`src/rtl/joyquad_pkg.sv`:
```
// Shared types, Gray-phase constants and width helpers for the joyquad encoder.
// Acceleration is compiled in only when JOYQUAD_ACCEL_EN is defined.
package joyquad_pkg;

  typedef enum logic [1:0] {
    IDLE = 2'd0,
    CW   = 2'd1,
    CCW  = 2'd2
  } dir_t;

  localparam logic [1:0] PH0 = 2'b00;
  localparam logic [1:0] PH1 = 2'b01;
  localparam logic [1:0] PH2 = 2'b11;
  localparam logic [1:0] PH3 = 2'b10;

  // One Gray step along the quadrature wheel; IDLE leaves the phase alone.
  function automatic logic [1:0] next_phase(input logic [1:0] phase, input dir_t d);
    logic [1:0] n;
    n = phase;
    case (d)
      CW: begin
        case (phase)
          PH0:     n = PH1;
          PH1:     n = PH2;
          PH2:     n = PH3;
          default: n = PH0;
        endcase
      end
      CCW: begin
        case (phase)
          PH0:     n = PH3;
          PH3:     n = PH2;
          PH2:     n = PH1;
          default: n = PH0;
        endcase
      end
      default: n = phase;
    endcase
    return n;
  endfunction

  function automatic int log2_ceil(input int n);
    int r;
    r = 0;
    while ((1 << r) < n) r++;
    if (r < 1) r = 1;
    return r;
  endfunction

endpackage

```
`src/rtl/joyquad_chan.sv`:
```
// One quadrature channel: request decode, prescaler, Gray phase and optional
// acceleration (JOYQUAD_ACCEL_EN).
module joyquad_chan
  import joyquad_pkg::*;
#(
  parameter int DIV_W     = 16,
  parameter int ACC_STEPS = 4,
  parameter int ACC_HOLD  = 8
) (
  input  logic             clk_i,
  input  logic             rst_i,
  input  logic [DIV_W-1:0] clkdiv_i,
  input  logic             right_i,
  input  logic             left_i,
  input  logic             invert_i,
  output logic [1:0]       steer_o,
  output logic             step_pulse_o,
  output logic             dir_o
);

  localparam logic [DIV_W-1:0] DIV_ONE = DIV_W'(1);

  if (ACC_STEPS < 1 || ACC_STEPS > DIV_W || ACC_HOLD < 1) begin : g_bad_acc
    $error("joyquad_chan: ACC_STEPS must be 1..DIV_W and ACC_HOLD at least 1");
  end

  dir_t             cur, req_q;
  logic [DIV_W-1:0] presc_q, presc_d, shifted, period;
  logic [1:0]       phase_q, phase_d;
  logic             pulse_q, pulse_d, dir_q, dir_d;
  logic             active, wrap;

`ifdef JOYQUAD_ACCEL_EN
  localparam int LVL_W = log2_ceil(ACC_STEPS);
  localparam int CNT_W = log2_ceil(ACC_HOLD);
  localparam logic [LVL_W-1:0] LVL_MAX = LVL_W'(ACC_STEPS - 1);
  localparam logic [CNT_W-1:0] CNT_MAX = CNT_W'(ACC_HOLD - 1);

  logic [LVL_W-1:0] level_q, level_d;
  logic [CNT_W-1:0] cnt_q, cnt_d;

  assign shifted = clkdiv_i >> level_q;
`else
  assign shifted = clkdiv_i;
`endif

  // A fresh request or a direct reversal spends one cycle looking idle so it counts from 0.
  always_comb begin
    cur = IDLE;
    if (right_i && !left_i)      cur = invert_i ? CCW : CW;
    else if (left_i && !right_i) cur = invert_i ? CW : CCW;

    period  = (shifted == '0) ? DIV_ONE : shifted;
    active  = (cur != IDLE) && (cur == req_q) && (clkdiv_i != '0);
    wrap    = active && (presc_q >= period - DIV_ONE);

    presc_d = active ? presc_q + DIV_ONE : '0;
    phase_d = phase_q;
    pulse_d = 1'b0;
    dir_d   = dir_q;
    if (wrap) begin
      presc_d = '0;
      phase_d = next_phase(phase_q, cur);
      pulse_d = 1'b1;
      dir_d   = (cur == CW);
    end

`ifdef JOYQUAD_ACCEL_EN
    level_d = level_q;
    cnt_d   = cnt_q;
    if (!active) begin
      level_d = '0;
      cnt_d   = '0;
    end else if (wrap && level_q != LVL_MAX) begin
      if (cnt_q == CNT_MAX) begin
        level_d = level_q + 1'b1;
        cnt_d   = '0;
      end else begin
        cnt_d = cnt_q + 1'b1;
      end
    end
`endif
  end

  always_ff @(posedge clk_i) begin
    if (rst_i) begin
      req_q   <= IDLE;
      presc_q <= '0;
      phase_q <= PH0;
      pulse_q <= 1'b0;
      dir_q   <= 1'b0;
`ifdef JOYQUAD_ACCEL_EN
      level_q <= '0;
      cnt_q   <= '0;
`endif
    end else begin
      req_q   <= cur;
      presc_q <= presc_d;
      phase_q <= phase_d;
      pulse_q <= pulse_d;
      dir_q   <= dir_d;
`ifdef JOYQUAD_ACCEL_EN
      level_q <= level_d;
      cnt_q   <= cnt_d;
`endif
    end
  end

  assign steer_o      = phase_q;
  assign step_pulse_o = pulse_q;
  assign dir_o        = dir_q;

endmodule

```
`src/rtl/joyquad_multi.sv`:
```
// Multi-channel digital-to-quadrature encoder for spinner/paddle emulation.
// Define JOYQUAD_ACCEL_EN to build the step-rate acceleration.
module joyquad_multi
  import joyquad_pkg::*;
#(
  parameter int CHANNELS  = 2,
  parameter int DIV_W     = 16,
  parameter int ACC_STEPS = 4,
  parameter int ACC_HOLD  = 8
) (
  input  logic                  CLK,
  input  logic                  RESET,
  input  logic [DIV_W-1:0]      clkdiv,
  input  logic [CHANNELS-1:0]   right,
  input  logic [CHANNELS-1:0]   left,
  input  logic [CHANNELS-1:0]   invert,
  output logic [2*CHANNELS-1:0] steer,
  output logic [CHANNELS-1:0]   step_pulse,
  output logic [CHANNELS-1:0]   dir
);

  if (CHANNELS < 1 || CHANNELS > 8) begin : g_bad_channels
    $error("joyquad_multi: CHANNELS must be 1..8");
  end

  for (genvar i = 0; i < CHANNELS; i++) begin : g_chan
    joyquad_chan #(
      .DIV_W    (DIV_W),
      .ACC_STEPS(ACC_STEPS),
      .ACC_HOLD (ACC_HOLD)
    ) u_chan (
      .clk_i       (CLK),
      .rst_i       (RESET),
      .clkdiv_i    (clkdiv),
      .right_i     (right[i]),
      .left_i      (left[i]),
      .invert_i    (invert[i]),
      .steer_o     (steer[2*i +: 2]),
      .step_pulse_o(step_pulse[i]),
      .dir_o       (dir[i])
    );
  end

endmodule

```
`config.mk`:
```
export PLATFORM = sky130hd
export DESIGN_NAME = joyquad_multi
export DESIGN_NICKNAME = d
export VERILOG_FILES = /design/src/rtl/joyquad_pkg.sv /design/src/rtl/joyquad_chan.sv /design/src/rtl/joyquad_multi.sv
export SDC_FILE = /design/constraint.sdc
export NUM_CORES = 1
export LEC_CHECK = 0
export BUFFER_PORTS_ARGS = -buffer_cell sky130_fd_sc_hd__buf_2
export CORE_MARGIN = 10
export CORE_UTILIZATION = 59
export DETAILED_ROUTE_END_ITERATION = 16
export PLACE_DENSITY = 0.89
export RECOVER_POWER = 25
export SLEW_MARGIN = 30
export SYNTH_ARGS = -nofsm -noshare
export SYNTH_HDL_FRONTEND = slang
export SYNTH_SLANG_ARGS = --single-unit
```
`constraint.sdc`:
```
create_clock -name CLK -period 3.7 [get_ports CLK]
set_clock_uncertainty 0.15 [all_clocks]
set_input_delay 0.185 -clock CLK [delete_from_list [all_inputs] [get_ports CLK]]
set_output_delay 0.185 -clock CLK [all_outputs]
set_load 0.02 [all_outputs]
```
==> flow_summary_export.csv <==
group,metric,value,unit
run_status,status,"finished, final reports clean",
cells_and_area,areaGrowthSynthToFinish,14.21,%
global_routing,grt_pass1_wl,11.50,mm
job,cap_violations,0,
sta,maxSlewViolCount,0,
cells_and_area,num-fill-cells,415,
synth,synth_seq_cells,44,
power_and_ir_drop,switching_power,251.3,uW
synth,synth_area,3108,sq um
die,core,5107,sq um
synth,yosysSeqAreaShare,28.34,%
sta,max_slew_margin,74.45,%
sta,finalCritPeriodShare,93.66,%
power_and_ir_drop,p_sw_share,24.43,%
synth,synth_edf_count,0,
global_routing,grt_pass1_vias,2677,
cells_and_area,antennaDiodeCount,0,
clocking,ctsHoldBuffers,0,
global_routing,grt_max_degree,17,
synth,synth.avg_cell_area,8.755,sq um
drt,vias,2659,
die,ios,32,
synth,ys_async_sr_fraction,0,%
critical_path,worstSetupPathType,"input pin to register",
power_and_ir_drop,leakagePower,1.468,nW
drt,avgViaCountPerCell,5.598,
clocking,post_cts_buffers,0,
synth,ys_types,54,
critical_path,critPathLaunchType,"input pin",
die,rows,26,
synth,yosys_warnings,0,
synth,synth-main-ff-cell,"dfxtp_1",
power_and_ir_drop,seqPwrFrac,46.9,%
clocking,cts-root-buf,"clkbuf_8",
global_routing,met1_usage,17.91,%
drt,drtIter0Drc,108,
drt,antenna_left,0,
clocking,htree_levels,2,
power_and_ir_drop,internal_power,777.3,uW
critical_path,worstPathArrival,3.55,ns
clocking,path_clk_slew,0.08,ns
sta,tns,0,ns
clocking,clk_path_buf_depth,2,
die,start_util,60.85,%
cells_and_area,fin_cells,475,
placed_design,port_buffers,31,
power_and_ir_drop,powerDensity,289.8,nW/um^2
synth,syn_inst,355,
clocking,tritoncts,"built",
placed_design,dp_hpwl,5.393,mm
sta,worst_pin_slew,0.3726,ns
die,die_w,92.58,um
global_routing,grt_busiest_layer,"met2",
cells_and_area,drive_above_1_share,16.54,%
critical_path,required,3.79,ns
power_and_ir_drop,ir_drop,0.0002961,V
global_routing,grt_remaining_overflow,0,
sta,fmax,288.6,MHz
die,die_area,8571,sq um
clocking,clk_latency,0.30,ns
placed_design,dp_cells,467,
drt,wirelength,6.700,mm
sta,setup_violations,0,
synth,synthesis.nets,420,
clocking,clock_sinks,44,
critical_path,cp-end-kind,"register",
placed_design,routabilityCongestion,0.9445,
sta,hold_viol,0,
critical_path,worstPathMaxFanout,16,
sta,min_period,3.465,ns
placed_design,postPlaceCellArea,3432,sq um
min_path,min_path_type,"input pin to register",
sta,rsz0062_at_grt,"false",
drt,remaining_drc_errors,0,
global_routing,antenna_found_initial,0,
power_and_ir_drop,p_comb_share,13.9,%
global_routing,grt_use_total,15.91,%
drt,drt-wirelength-per-cell,14.11,um
global_routing,met2_usage,27.12,%
clocking,numCtsBuffers,5,
cells_and_area,stdcell_area,3550,sq um
cells_and_area,nets,469,
sta,whs,0.04934,ns
die,die_h,92.58,um
global_routing,met3_usage,5.165,%
power_and_ir_drop,clkPwrFrac,39.3,%
drt,dr.pass1.iters,5,
[power by group through the flow]
stage                     registers, mW  logic, mW  clock network [mW]
after floorplan                   0.492     0.0902                   0
after global placement            0.493      0.133                   0
after detailed placement          0.493      0.141                   0
after CTS                         0.482      0.143               0.410
after global routing              0.483      0.159               0.433
final                             0.482      0.143               0.404
[layer usage]
| layer | vias up | share of wire [%] |
|---|---|---|
| met5 | - | 0 |
| met4 | 0 | 1.9 |
| met3 | 12 | 6.7 |
| met2 | 63 | 47 |
| met1 | 1240 | 44 |
| li1 | 1344 | - |
[worst paths after layout]
kind / depth (start not counted) / start / to / slack, ns
max: 15 / clkdiv[5] / g_chan[0].u_chan.presc_q[2] / 0.23
min: 2 / RESET / g_chan[0].u_chan.req_q[1] / 0.05
max reg2reg: 7 / g_chan[0].u_chan.presc_q[2] / g_chan[0].u_chan.presc_q[2] / 1.24
min reg2reg: 1 / g_chan[1].u_chan.presc_q[0] / g_chan[1].u_chan.presc_q[0] / 0.34
[worst max-delay path, stage by stage]
cell and delay [ns]:
buf_2 0.11, nor4_1 0.39, and4_4 0.30, and2_1 0.15
nor2_1 0.06, ha_1 0.18, buf_4 0.13, xnor2_1 0.20
ha_1 0.28, a211oi_1 0.22, o21ai_1 0.11, a41oi_1 0.27
o41a_1 0.40, nand3b_4 0.35, nor2_1 0.19
[sequential cells by signal, summed over array words and instances (netlist names)]
name,count
g_chan.u_chan.dir_o,2
g_chan.u_chan.presc_q,32
g_chan.u_chan.req_q,4
g_chan.u_chan.steer_o,4
g_chan.u_chan.step_pulse_o,2
[kinds of logic after synthesis]
kind of cell	Yosys count	share of synthesized area (%)
simple gates	151	27.30
compound gates	45	9.904
flops	44	28.34
xor+xnor	43	12.12
fa+ha+maj	41	16.51
buf+inv	25	3.904
mux	6	1.932
[Yosys cell counts, types with 2 or more instances]
master    count  area share, %
nand4_1       5            1.0
o21bai_1      2           0.48
inv_1        17            2.1
nand3_1      13            2.1
nor4bb_1      5            1.6
nand2_1      30            3.6
ha_1         41             17
o21ai_1       2           0.32
or3_1         3           0.60
nor2_4        8            2.9
and3_1        7            1.4
o211ai_1      2           0.48
nor2b_1       6            1.2
nor3_2        2           0.64
dfxtp_1      44             28
nor4_1        5            1.0
xnor2_1      19            5.4
a21oi_1      17            2.7
mux2i_1       6            1.9
o21ai_0       8            1.3
nor2_2        2           0.40
nor2_1       46            5.6
xor2_1       24            6.8
nor3_1        4           0.64
buf_4         4           0.97
o41ai_1       2           0.56
nand2b_1      4           0.81
[placed cells by master, fill, tap and decap left out, types with 2 or more instances in the layout]
| cell type | Yosys | final |
|---|---|---|
| o21bai_1 | 2 | 2 |
| nand4_1 | 5 | 5 |
| buf_2 | 1 | 20 |
| o211ai_1 | 2 | 2 |
| nor2_2 | 2 | 2 |
| xnor2_1 | 19 | 19 |
| nor4_1 | 5 | 5 |
| nand2b_1 | 4 | 4 |
| clkbuf_8 | 0 | 7 |
| and3_1 | 7 | 7 |
| o21ai_1 | 2 | 2 |
| nor3_1 | 4 | 4 |
| ha_1 | 41 | 41 |
| o21ai_0 | 8 | 8 |
| a21oi_1 | 17 | 17 |
| nand2_1 | 30 | 30 |
| or3_1 | 3 | 3 |
| buf_4 | 4 | 18 |
| nor4bb_1 | 5 | 5 |
| mux2i_1 | 6 | 6 |
| clkbuf_1 | 1 | 11 |
| nand3_1 | 13 | 13 |
| o41ai_1 | 2 | 2 |
| nor2_4 | 8 | 8 |
| nor2_1 | 46 | 46 |
| dfxtp_1 | 44 | 44 |
| nor3_2 | 2 | 2 |
| nor2b_1 | 6 | 6 |
| nor3b_2 | 1 | 2 |
| inv_1 | 17 | 17 |
| xor2_1 | 24 | 24 |
[stage by stage]
step / worst slack, ns / power (mW) / utilization, %
CTS: 0.08110 / 1.035 / 69.67
global placement: 0.02374 / 0.6260 / 67.20
detailed placement: -0.2374 / 0.6341 / 67.20
floorplan: 0.2604 / 0.5821 / -
global route: 0.008884 / 1.075 / 69.50
finish: 0.2346 / 1.029 / 69.50
[repair_timing]
action | CTS | global route
endpoints found under the setup margin | 0 | 38
endpoints found under the hold margin | 0 | 0
resized for setup | 0 | 1
[final cells by class]
type | count | area [sq um] | area share, %
multi-input combinational | 286 | 2111 | 59.46
sequential | 44 | 880.8 | 24.81
timing repair buffer | 49 | 276.5 | 7.790
clock buffer | 7 | 96.34 | 2.714
tap | 70 | 87.58 | 2.467
inverter | 18 | 67.56 | 1.903
clock inverter | 1 | 30.03 | 0.8460
No activity file was read; power rests on OpenSTA's default activity.
